**config.mk**
```make
export PLATFORM = sky130hd
export DESIGN_NAME = program_counter
export DESIGN_NICKNAME = d
export VERILOG_FILES = /design/src/rtl/rv32i_pkg.sv /design/src/rtl/program_counter.sv
export SDC_FILE = /design/constraint.sdc
export NUM_CORES = 1
export LEC_CHECK = 0
export ABC_AREA = 1
export CAP_MARGIN = 20
export CORE_MARGIN = 2
export CORE_UTILIZATION = 55
export CTS_CLUSTER_DIAMETER = 80
export DETAILED_ROUTE_END_ITERATION = 12
export DONT_BUFFER_PORTS = 1
export GPL_TIMING_DRIVEN = 0
export PLACE_DENSITY = 0.73
export SLEW_MARGIN = 20
export SYNTH_ARGS = -nofsm -noshare
export SYNTH_HDL_FRONTEND = slang
export SYNTH_SLANG_ARGS = --single-unit
export TNS_END_PERCENT = 30
```
**constraint.sdc**
```tcl
create_clock -name clk -period 0.8 [get_ports clk]
set_clock_uncertainty 0.05 [all_clocks]
set_input_delay 0.16 -clock clk [delete_from_list [all_inputs] [get_ports clk]]
set_output_delay 0.16 -clock clk [all_outputs]
set_load 0.05 [all_outputs]
```
**src/rtl/rv32i_pkg.sv**
```systemverilog
// Shared RV32I definitions: datapath width, address type and the PC reset vector.
package rv32i_pkg;

  localparam int XLEN = 32;

  typedef logic [XLEN-1:0] addr_t;

  // Base of the instruction memory region; fetch starts here out of reset.
  localparam addr_t PC_RESET_VALUE = 32'h0100_0000;

endpackage : rv32i_pkg

```
**src/rtl/program_counter.sv**
```systemverilog
// Program counter register for the RV32I single-cycle core.
// Loads the next-PC value every rising edge and returns to the reset vector
// asynchronously while reset is low. The output comes straight from the
// register, so there is no combinational path from next_pc to current_pc.
module program_counter #(
  parameter int               XLEN          = rv32i_pkg::XLEN,
  parameter logic [XLEN-1:0]  RESET_PC      = rv32i_pkg::PC_RESET_VALUE,
  parameter bit               ALIGN_MASK_EN = 1'b1
) (
  input  logic            clk,
  input  logic            reset,      // asynchronous, active low
  input  logic [XLEN-1:0] next_pc,
  output logic [XLEN-1:0] current_pc
);

  logic [XLEN-1:0] pc_d;
  logic [XLEN-1:0] pc_q;

  // The reset vector must be a legal fetch address when the low bits are masked.
  if (ALIGN_MASK_EN && (RESET_PC[1:0] != 2'b00)) begin : g_reset_pc_misaligned
    $error("program_counter: RESET_PC %h is not word aligned", RESET_PC);
  end

  // Next-state value: optionally clear the byte-offset bits (no compressed ISA).
  always_comb begin
    pc_d = next_pc;
    if (ALIGN_MASK_EN) begin
      pc_d = {next_pc[XLEN-1:2], 2'b00};
    end
  end

  // PC register; reset wins over any coincident clock edge.
  always_ff @(posedge clk or negedge reset) begin
    if (!reset) begin
      pc_q <= RESET_PC;
    end else begin
      pc_q <= pc_d;
    end
  end

  assign current_pc = pc_q;

  // An unknown next_pc at a live edge means the upstream next-PC mux is broken.
  a_next_pc_known : assert property (@(posedge clk) disable iff (!reset)
    !$isunknown(next_pc))
    else $error("program_counter: next_pc has X/Z bits at a clock edge");

  // Low bits get masked anyway, but a nonzero offset points at an upstream bug.
  a_next_pc_aligned : assert property (@(posedge clk) disable iff (!reset)
    (ALIGN_MASK_EN == 1'b0) || (next_pc[1:0] == 2'b00))
    else $warning("program_counter: next_pc %h has nonzero low bits, masked", next_pc);

endmodule : program_counter

```
# [Word level (Yosys, flattened, before mapping)]
# Cells that the tools add are included.
[totals] reg_bits=30 in_bits=34 wordCells=1

# [Depth between registers and ports, before layout]
# Gate-level depths: netlist of run 1.
[logic_depth] word_depth=0 mapped_depth=1

# [Worst setup path before layout of run 1]
# OpenSTA, ideal clock, no wires.
[synth_timing] path_kind="register to output" startpoint="reg pc_q[24] (netlist: current_pc[24])" endpoint="out current_pc[24]" arrival_time_ns=0.656 t_required_ns=0.590 slack_ns=-0.066 stages_incl_launch_ff=1 cell_sequence="dfstp_2"
[synth_lines] item="from (decl)" line_no="program_counter.sv:17" rtl="logic [XLEN-1:0] pc_q;"
[synth_lines] item="from (signal assigned)" line_no="program_counter.sv:37" rtl="pc_q <= pc_d;"
[synth_lines] item="to (decl)" line_no="program_counter.sv:13" rtl="output logic [XLEN-1:0] current_pc"
# No word-level cell between the ends.

# [Worst setup path after layout of run 1]
[layout_timing] startpoint="reg pc_q[24] (netlist: current_pc[24])" endpoint="out current_pc[24]"
# No word-level cell between the ends.

==> results, run 1 <==
- The run finished, with violations left.
- The final reports fail on hold timing, setup timing.
- Setup repair after global routing could not meet its margin everywhere.
- The core region is 1300 um^2.
- The residual DRC count is 0.
- The placer congestion estimate is 0.649.
- The number of clock buffers added by TritonCTS is 5.
- The number of filler instances in the final layout is 44.
- The top cell types in the final layout, fill and taps aside, are sky130_fd_sc_hd__dlygate4sd3_1, sky130_fd_sc_hd__dfrtp_2, sky130_fd_sc_hd__clkbuf_4.
- The violation count after the first detailed-routing iteration is 7.
- Dividing total power by cell area gives a power density of 2530 nW/um^2.
- The floorplan step defined a die boundary enclosing approximately 1700 um^2.
- Relative to the synthesized area, the layout overhead comes to 54.4%.
- The combined global-route utilization of all metal layers is 26.1%.
- The number of antenna diodes in the final layout is 0.
- Registers take 788 um^2.
- The number of antenna violations at the first check in global routing was 0.
- The first global-routing pass estimated approximately 3100 um of wire.
- Wires add up to 1970 um.
- The number of global-route vias before repair is 510.
- The worst path setup slack after routing is -0.419 ns.
- The clock root buffer is sky130_fd_sc_hd__clkbuf_4.
- Yosys mapped the design onto 4 distinct sky130hd cell types.
- Hold timing on the final database bottoms out at a slack of -0.524 ns.
- The H-tree generated during clock tree synthesis spans 2 levels.
- After clock tree synthesis, the clock-pin slew on the worst setup and hold paths is around 0.10 ns.
- The maximum number of pins on one net before global-route repair is 31.
- The area after detailed placement is 793 um^2.
- The remaining number of nets flagged by the antenna check after routing is 0.
- At the placement stage, the worst setup path has a slack of -0.0743 ns.
- The routed layout has 445 vias.
- The die is 41.4 um tall.
- Data on the critical path is required at its endpoint by around 0.59 ns.
- Summing the areas of all compound-gate instances in the mapped netlist gives 0% of the synthesized area.
- By area, the combinational part of the netlist is dominated by buffers and inverters.
- The number of flip-flops and latches in the synthesized netlist is 30.
- IR analysis of the VDD net gives a maximum drop of between 2000 and 2500 uV.
- Of the total synthesized cell area, the portion taken by full adders, half adders and majority gates is 0%.
- Of all nets on the critical path, the largest fanout is 1.
- Once the floorplan was initialized, standard cells occupied 59.2% of the core.
- The multi-input gate area in the final layout is ~7.5 um^2.
- The reported max-cap violation count is 0.
- The most common library cell in the layout ignoring fill and taps is sky130_fd_sc_hd__dlygate4sd3_1.
- Before antenna repair, the detailed router went through 5 iterations.
- The fraction of layout instances using a drive strength above 1 is 54.2%.
- The gate count after technology mapping is 33.
- The classification of the worst setup path is register to output port.
- The number of synthesis warnings is 0.
- The site row count is 13.
- The path class of the lowest-slack min-delay path is input port to async pin.
- No sink is reached through more buffers than the 2 on the longest clock path.
- Summed over all layers, the global routing overflow is 0.
- Summed over all failing endpoints, the final setup total negative slack is -7.57 ns.
- A synthesized cell averages 23.4 um^2.
- The number of input and output port buffers inserted is 0.
- The register with the most flip-flops in the layout has 30 of them.
- After layout, the minimum clock period comes to about 1.2 ns.
- The mux share of post-synthesis cell area is 0%.
- Of the available clock period, the critical path in the final layout requires 152%.
- The highest clock rate is 820 MHz.
- The number of sinks on the clock net is 30.
- The number of hold violations in the final report was 30.
- In this run, post-CTS hold repair placed 30 buffers.
- The count of boundary I/O pins is 66.
- Dividing the detail-routed wire length by the instance count gives between 20 and 25 um.
- The basic-gate share of the synthesized area counting and, or, nand and nor cells is 0%.
- The post-layout total power is 3.00 mW.
- The post-layout instance area is 1190 um^2.
- TritonCTS built the clock tree.
- Measured along the x axis, the die boundary spans a little over 40 um.
- The net total in the final layout is 105.
- The average via count per standard cell is 5.11.
- Summing the sequential cell areas from Yosys gives between 90 and 100% of the chip area.
- The leakage power is 0.498 nW.
- The startpoint kind of the worst setup timing path is a register.
- The XOR/XNOR share of the synthesized area is 0%.
- The number of pins exceeding their max-slew limit in the final report is 0.
- STA classifies the critical path endpoint as an output port.
- Data arrives at the worst endpoint at between 1 and 1.5 ns.
- Setup violations remaining at the end of the flow were counted as 30.
- In this run the cell area of the synthesized design comes to 771 um^2.
## worst paths after layout
path,end,slack [ns],start,cells past startpoint
max in group asynchronous,current_pc[24],1.05,reset,0
worst min-delay path,current_pc[30],-0.52,reset,0
min in group clk,current_pc[24],0.35,next_pc[24],1
worst max-delay path,current_pc[24],-0.42,current_pc[24],0
## per-stage QoR
stage               utilization, %  std cells
CTS                           91.4         87
detailed placement            61.0         49
global route                  91.4         87
finish                        91.4         87
floorplan                        -         34
global placement              61.0         49
## Yosys cell counts
cell type / count / area, um^2
sky130_fd_sc_hd__dfstp_2: 1 / 26.3
sky130_fd_sc_hd__buf_4: 2 / 15.0
sky130_fd_sc_hd__conb_1: 1 / 3.75
sky130_fd_sc_hd__dfrtp_1: 29 / 726
## kinds of logic after synthesis
logic type,count (synthesis)
flops,30
buf+inv,2
other cells,1
## layer usage
metal  track usage (%)  vias up  share of wire, %
met5                 0        -                 0
met4              9.03        0               2.3
met3              13.0        4                11
met2              44.4       50                52
met1              27.9      221                34
li1                  -      170                 -
## power by group
group	switching, mW	internal, mW	total [mW]
combinational	0.0509	0.104	0.155
clock	0.495	0.426	0.921
sequential	0.321	1.61	1.93
total	0.867	2.14	3.00
## layout make-up
type	count	share of cell area, %
Buffer	2	1.26
Clock buffer	7	4.63
Clock inverter	1	0.421
Multi-Input combinational cell	2	0.631
Sequential cell	30	66.2
Tap cell	15	1.58
Timing Repair Buffer	30	25.2
## repair_timing
item                                   in CTS  in global routing
pin swaps                                   0                  0
resized for setup                          29                  0
setup endpoints to repair                  30                 30
endpoints found under the hold margin      60                 30
setup buffers                               0                  0
Power figures use the tool's default switching activity.
==> run 2, diff against run 1 <==
- CELL_PAD_IN_SITES_DETAIL_PLACEMENT: unset -> 1
- CELL_PAD_IN_SITES_GLOBAL_PLACEMENT: unset -> 1
- CORE_UTILIZATION: 55 -> 42
- MAX_ROUTING_LAYER: unset -> met4
- PLACE_DENSITY: 0.73 -> 0.74
==> run 2 against run 1 <==
Against the previous run:
- the flow still finishes with violations (hold timing, setup timing)
- sequential power hardly changed
- combinational power is 4% lower
- first-iteration DRC count is 86% lower
- largest cell class unchanged
- critical endpoint unchanged
- critical path type unchanged
==> results, run 2 (synthesis results as in run 1) <==
- Run status: complete, but fails checks (unchanged).
- Failing checks: hold timing, setup timing (unchanged).
- The wire length of the first global-routing pass is 2470 um (was 3060 um).
- The number of sinks on the clock net is 30 (unchanged).
- The area growth from synthesis to layout is 56.0% (was 54.4%).
- The number of global-route vias before repair came to 473 (was 510).
- The post-layout instance area is 1200 um^2 (was 1190 um^2).
- The post-CTS repair timing setup buffer count is 0 (unchanged).
- The final hold slack is -0.507 ns (was -0.524 ns).
- The leakage power came to 0.498 nW (unchanged).
- The flip-flop count of the largest register, all copies and words added is 30 (unchanged).
- The remaining number of nets flagged by the antenna check after routing came to 0 (unchanged).
- The final period utilization is 150% (was 152%).
- RSZ-0062 raised after global routing: yes (unchanged).
- The portion of total power attributed to combinational logic is 5.0% (was 5.2%).
- The switching power is 0.823 mW (was 0.867 mW).
- The TritonCTS clock tree is built (unchanged).
- The wire length on met2 is 988 um (was 1030 um).
- The worst endpoint data arrival time is 0.99 ns (was 1.01 ns).
- The power density over the cells came to 2460 nW/um^2 (was 2530 nW/um^2).
- The number of pins exceeding their max-slew limit in the final report was 0 (unchanged).
- The post-layout total power is 2.96 mW (was 3.00 mW).
- The cell-internal power is 2.14 mW (about the same).
- The core area is 1730 um^2 (was 1300 um^2).
- The wire length on met3 is 186 um (was 221 um).
- The average via count per standard cell is 4.31 (was 5.11).
- The number of hold violations in the final report is 30 (unchanged).
- The fraction of layout instances using a drive strength above 1 was 54.2% (unchanged).
- The combined global-route utilization of all metal layers is 18.3% (was 26.1%).
- The number of CTS-inserted buffers is 5 (unchanged).
- The category of the worst setup path capture point is an output port (unchanged).
- The critical path required time is 0.59 ns (about the same).
- Detailed placement finished with a half-perimeter wire length of 1000 um.
- The count of vias placed by the detailed router is 418 (was 445).
- The worst path setup slack after routing is -0.402 ns (was -0.419 ns).
- The residual DRC count is 0 (unchanged).
- The proportion of total power due to net switching came to 27.8% (was 28.9%).
- The detailed-router iteration count before antenna repair came to 2 (was 5).
- The fraction of power consumed by sequential logic was 65.1% (was 64.2%).
- The count of boundary I/O pins was 66 (unchanged).
- The startpoint kind of the worst setup timing path is a register (unchanged).
- The maximum net fanout on the critical path is 1 (unchanged).
- The highest clock rate is 832 MHz (was 820 MHz).
- The net total in the final layout was 105 (unchanged).
- The violation count after the first detailed-routing iteration is 1 (was 7).
- The placer congestion estimate is 0.534 (was 0.649).
- The classification of the worst setup path is register to output port (unchanged).
- The clock root buffer is sky130_fd_sc_hd__clkbuf_4 (unchanged).
- The number of antenna diodes is 0 (unchanged).
- The vertical die dimension is 46.8 um (was 41.4 um).
- The number of failing setup endpoints in the final timing report was 30 (unchanged).
- The path class of the lowest-slack min-delay path is input port to async pin (unchanged).
- The fraction of power consumed by the clock network came to 29.9% (was 30.6%).
- The H-tree depth is 2 (unchanged).
- The hold buffer count at cts is 30 (unchanged).
- The top routing layer in use is met3 (was met4).
- The most common library cell in the layout ignoring fill and taps is sky130_fd_sc_hd__dlygate4sd3_1 (unchanged).
- The initial core utilization is 44.6% (was 59.2%).
- The detail-routed net length per standard cell came to 17.9 um (was 22.6 um).
- The number of antenna violations at the first check in global routing was 0 (unchanged).
- Most used cells in the layout excluding fill and tap cells: sky130_fd_sc_hd__dlygate4sd3_1, sky130_fd_sc_hd__dfrtp_2, sky130_fd_sc_hd__clkbuf_4 (unchanged).
- The maximum number of buffers from clock root to sink was 2 (unchanged).
- The horizontal die dimension is 46.8 um (was 41.4 um).
- The reported max-cap violation count is 0 (unchanged).
- The peak supply drop came to 2200 uV (was 2050 uV).
- The number of input and output port buffers inserted came to 0 (unchanged).
- The clock-pin slew on the worst setup and hold paths is 0.09 ns (was 0.10 ns).
- The wire length on met1 was 565 um (was 671 um).
- The clock period minus worst slack is 1.20 ns (was 1.22 ns).
- The site row count is 15 (was 13).
- The maximum number of pins on one net before global-route repair was 31 (unchanged).
- The total wirelength of the detailed-routed design is 1740 um (was 1970 um).
- The area after detailed placement is 806 um^2 (was 793 um^2).
- The final global-route overflow total is 0 (unchanged).
- The die outline area is 2190 um^2 (was 1720 um^2).
- The worst setup slack after placement is -0.0716 ns (was -0.0743 ns).
run 2: cell counts in the layout (fill, tap and decap cells not counted):
No cell type changed its count.
run 2: through the flow:
step	TNS [ns]	utilization [%]	cells	hold slack, ns
global route	-8.31	69.6	97	-0.545
floorplan	-0.0655	-	34	-0.186
finish	-7.08	69.6	97	-0.507
global placement	-0.314	46.7	59	-0.185
detailed placement	-0.373	46.7	59	-0.185
CTS	-7.48	69.6	97	-0.520
run 2: metal layers:
layer	vias to the layer above	GRT usage (%)
met5	-	-
met4	0	3.33
met3	0	11.2
met2	42	31.8
met1	205	17.3
li1	171	-
run 2: area by class of cell:
type	count	area (um^2)
clock inverters	1	5.00
repair buffers	30	300
flip-flops and latches	30	788
multi-input cells	2	7.51
plain buffers	2	15.0
well taps	25	31.3
fillers	153	524
clock buffers	7	55.1
run 2: power by group through the flow:
stage                     combinational, mW  sequential [mW]  clock (mW)
after floorplan                      0.0280             1.93           0
after global placement               0.0280             1.94           0
after detailed placement             0.0280             1.94           0
after CTS                             0.145             1.92       0.886
after global routing                  0.160             1.94        1.01
final                                 0.149             1.93       0.884
run 2: worst max-delay path by stage:
stage,startpoint,end,cells past startpoint
final,current_pc[24],current_pc[24],0
after global routing,current_pc[24],current_pc[24],0
after CTS,current_pc[24],current_pc[24],0
after detailed placement,current_pc[24],current_pc[24],0
after global placement,current_pc[24],current_pc[24],0
after floorplan,current_pc[24],current_pc[24],0
run 2: what timing repair did:
item,CTS,global route
endpoints found under the hold margin,60,30
gates resized for setup,29,0
pin swaps,0,0
setup endpoints to repair,30,30
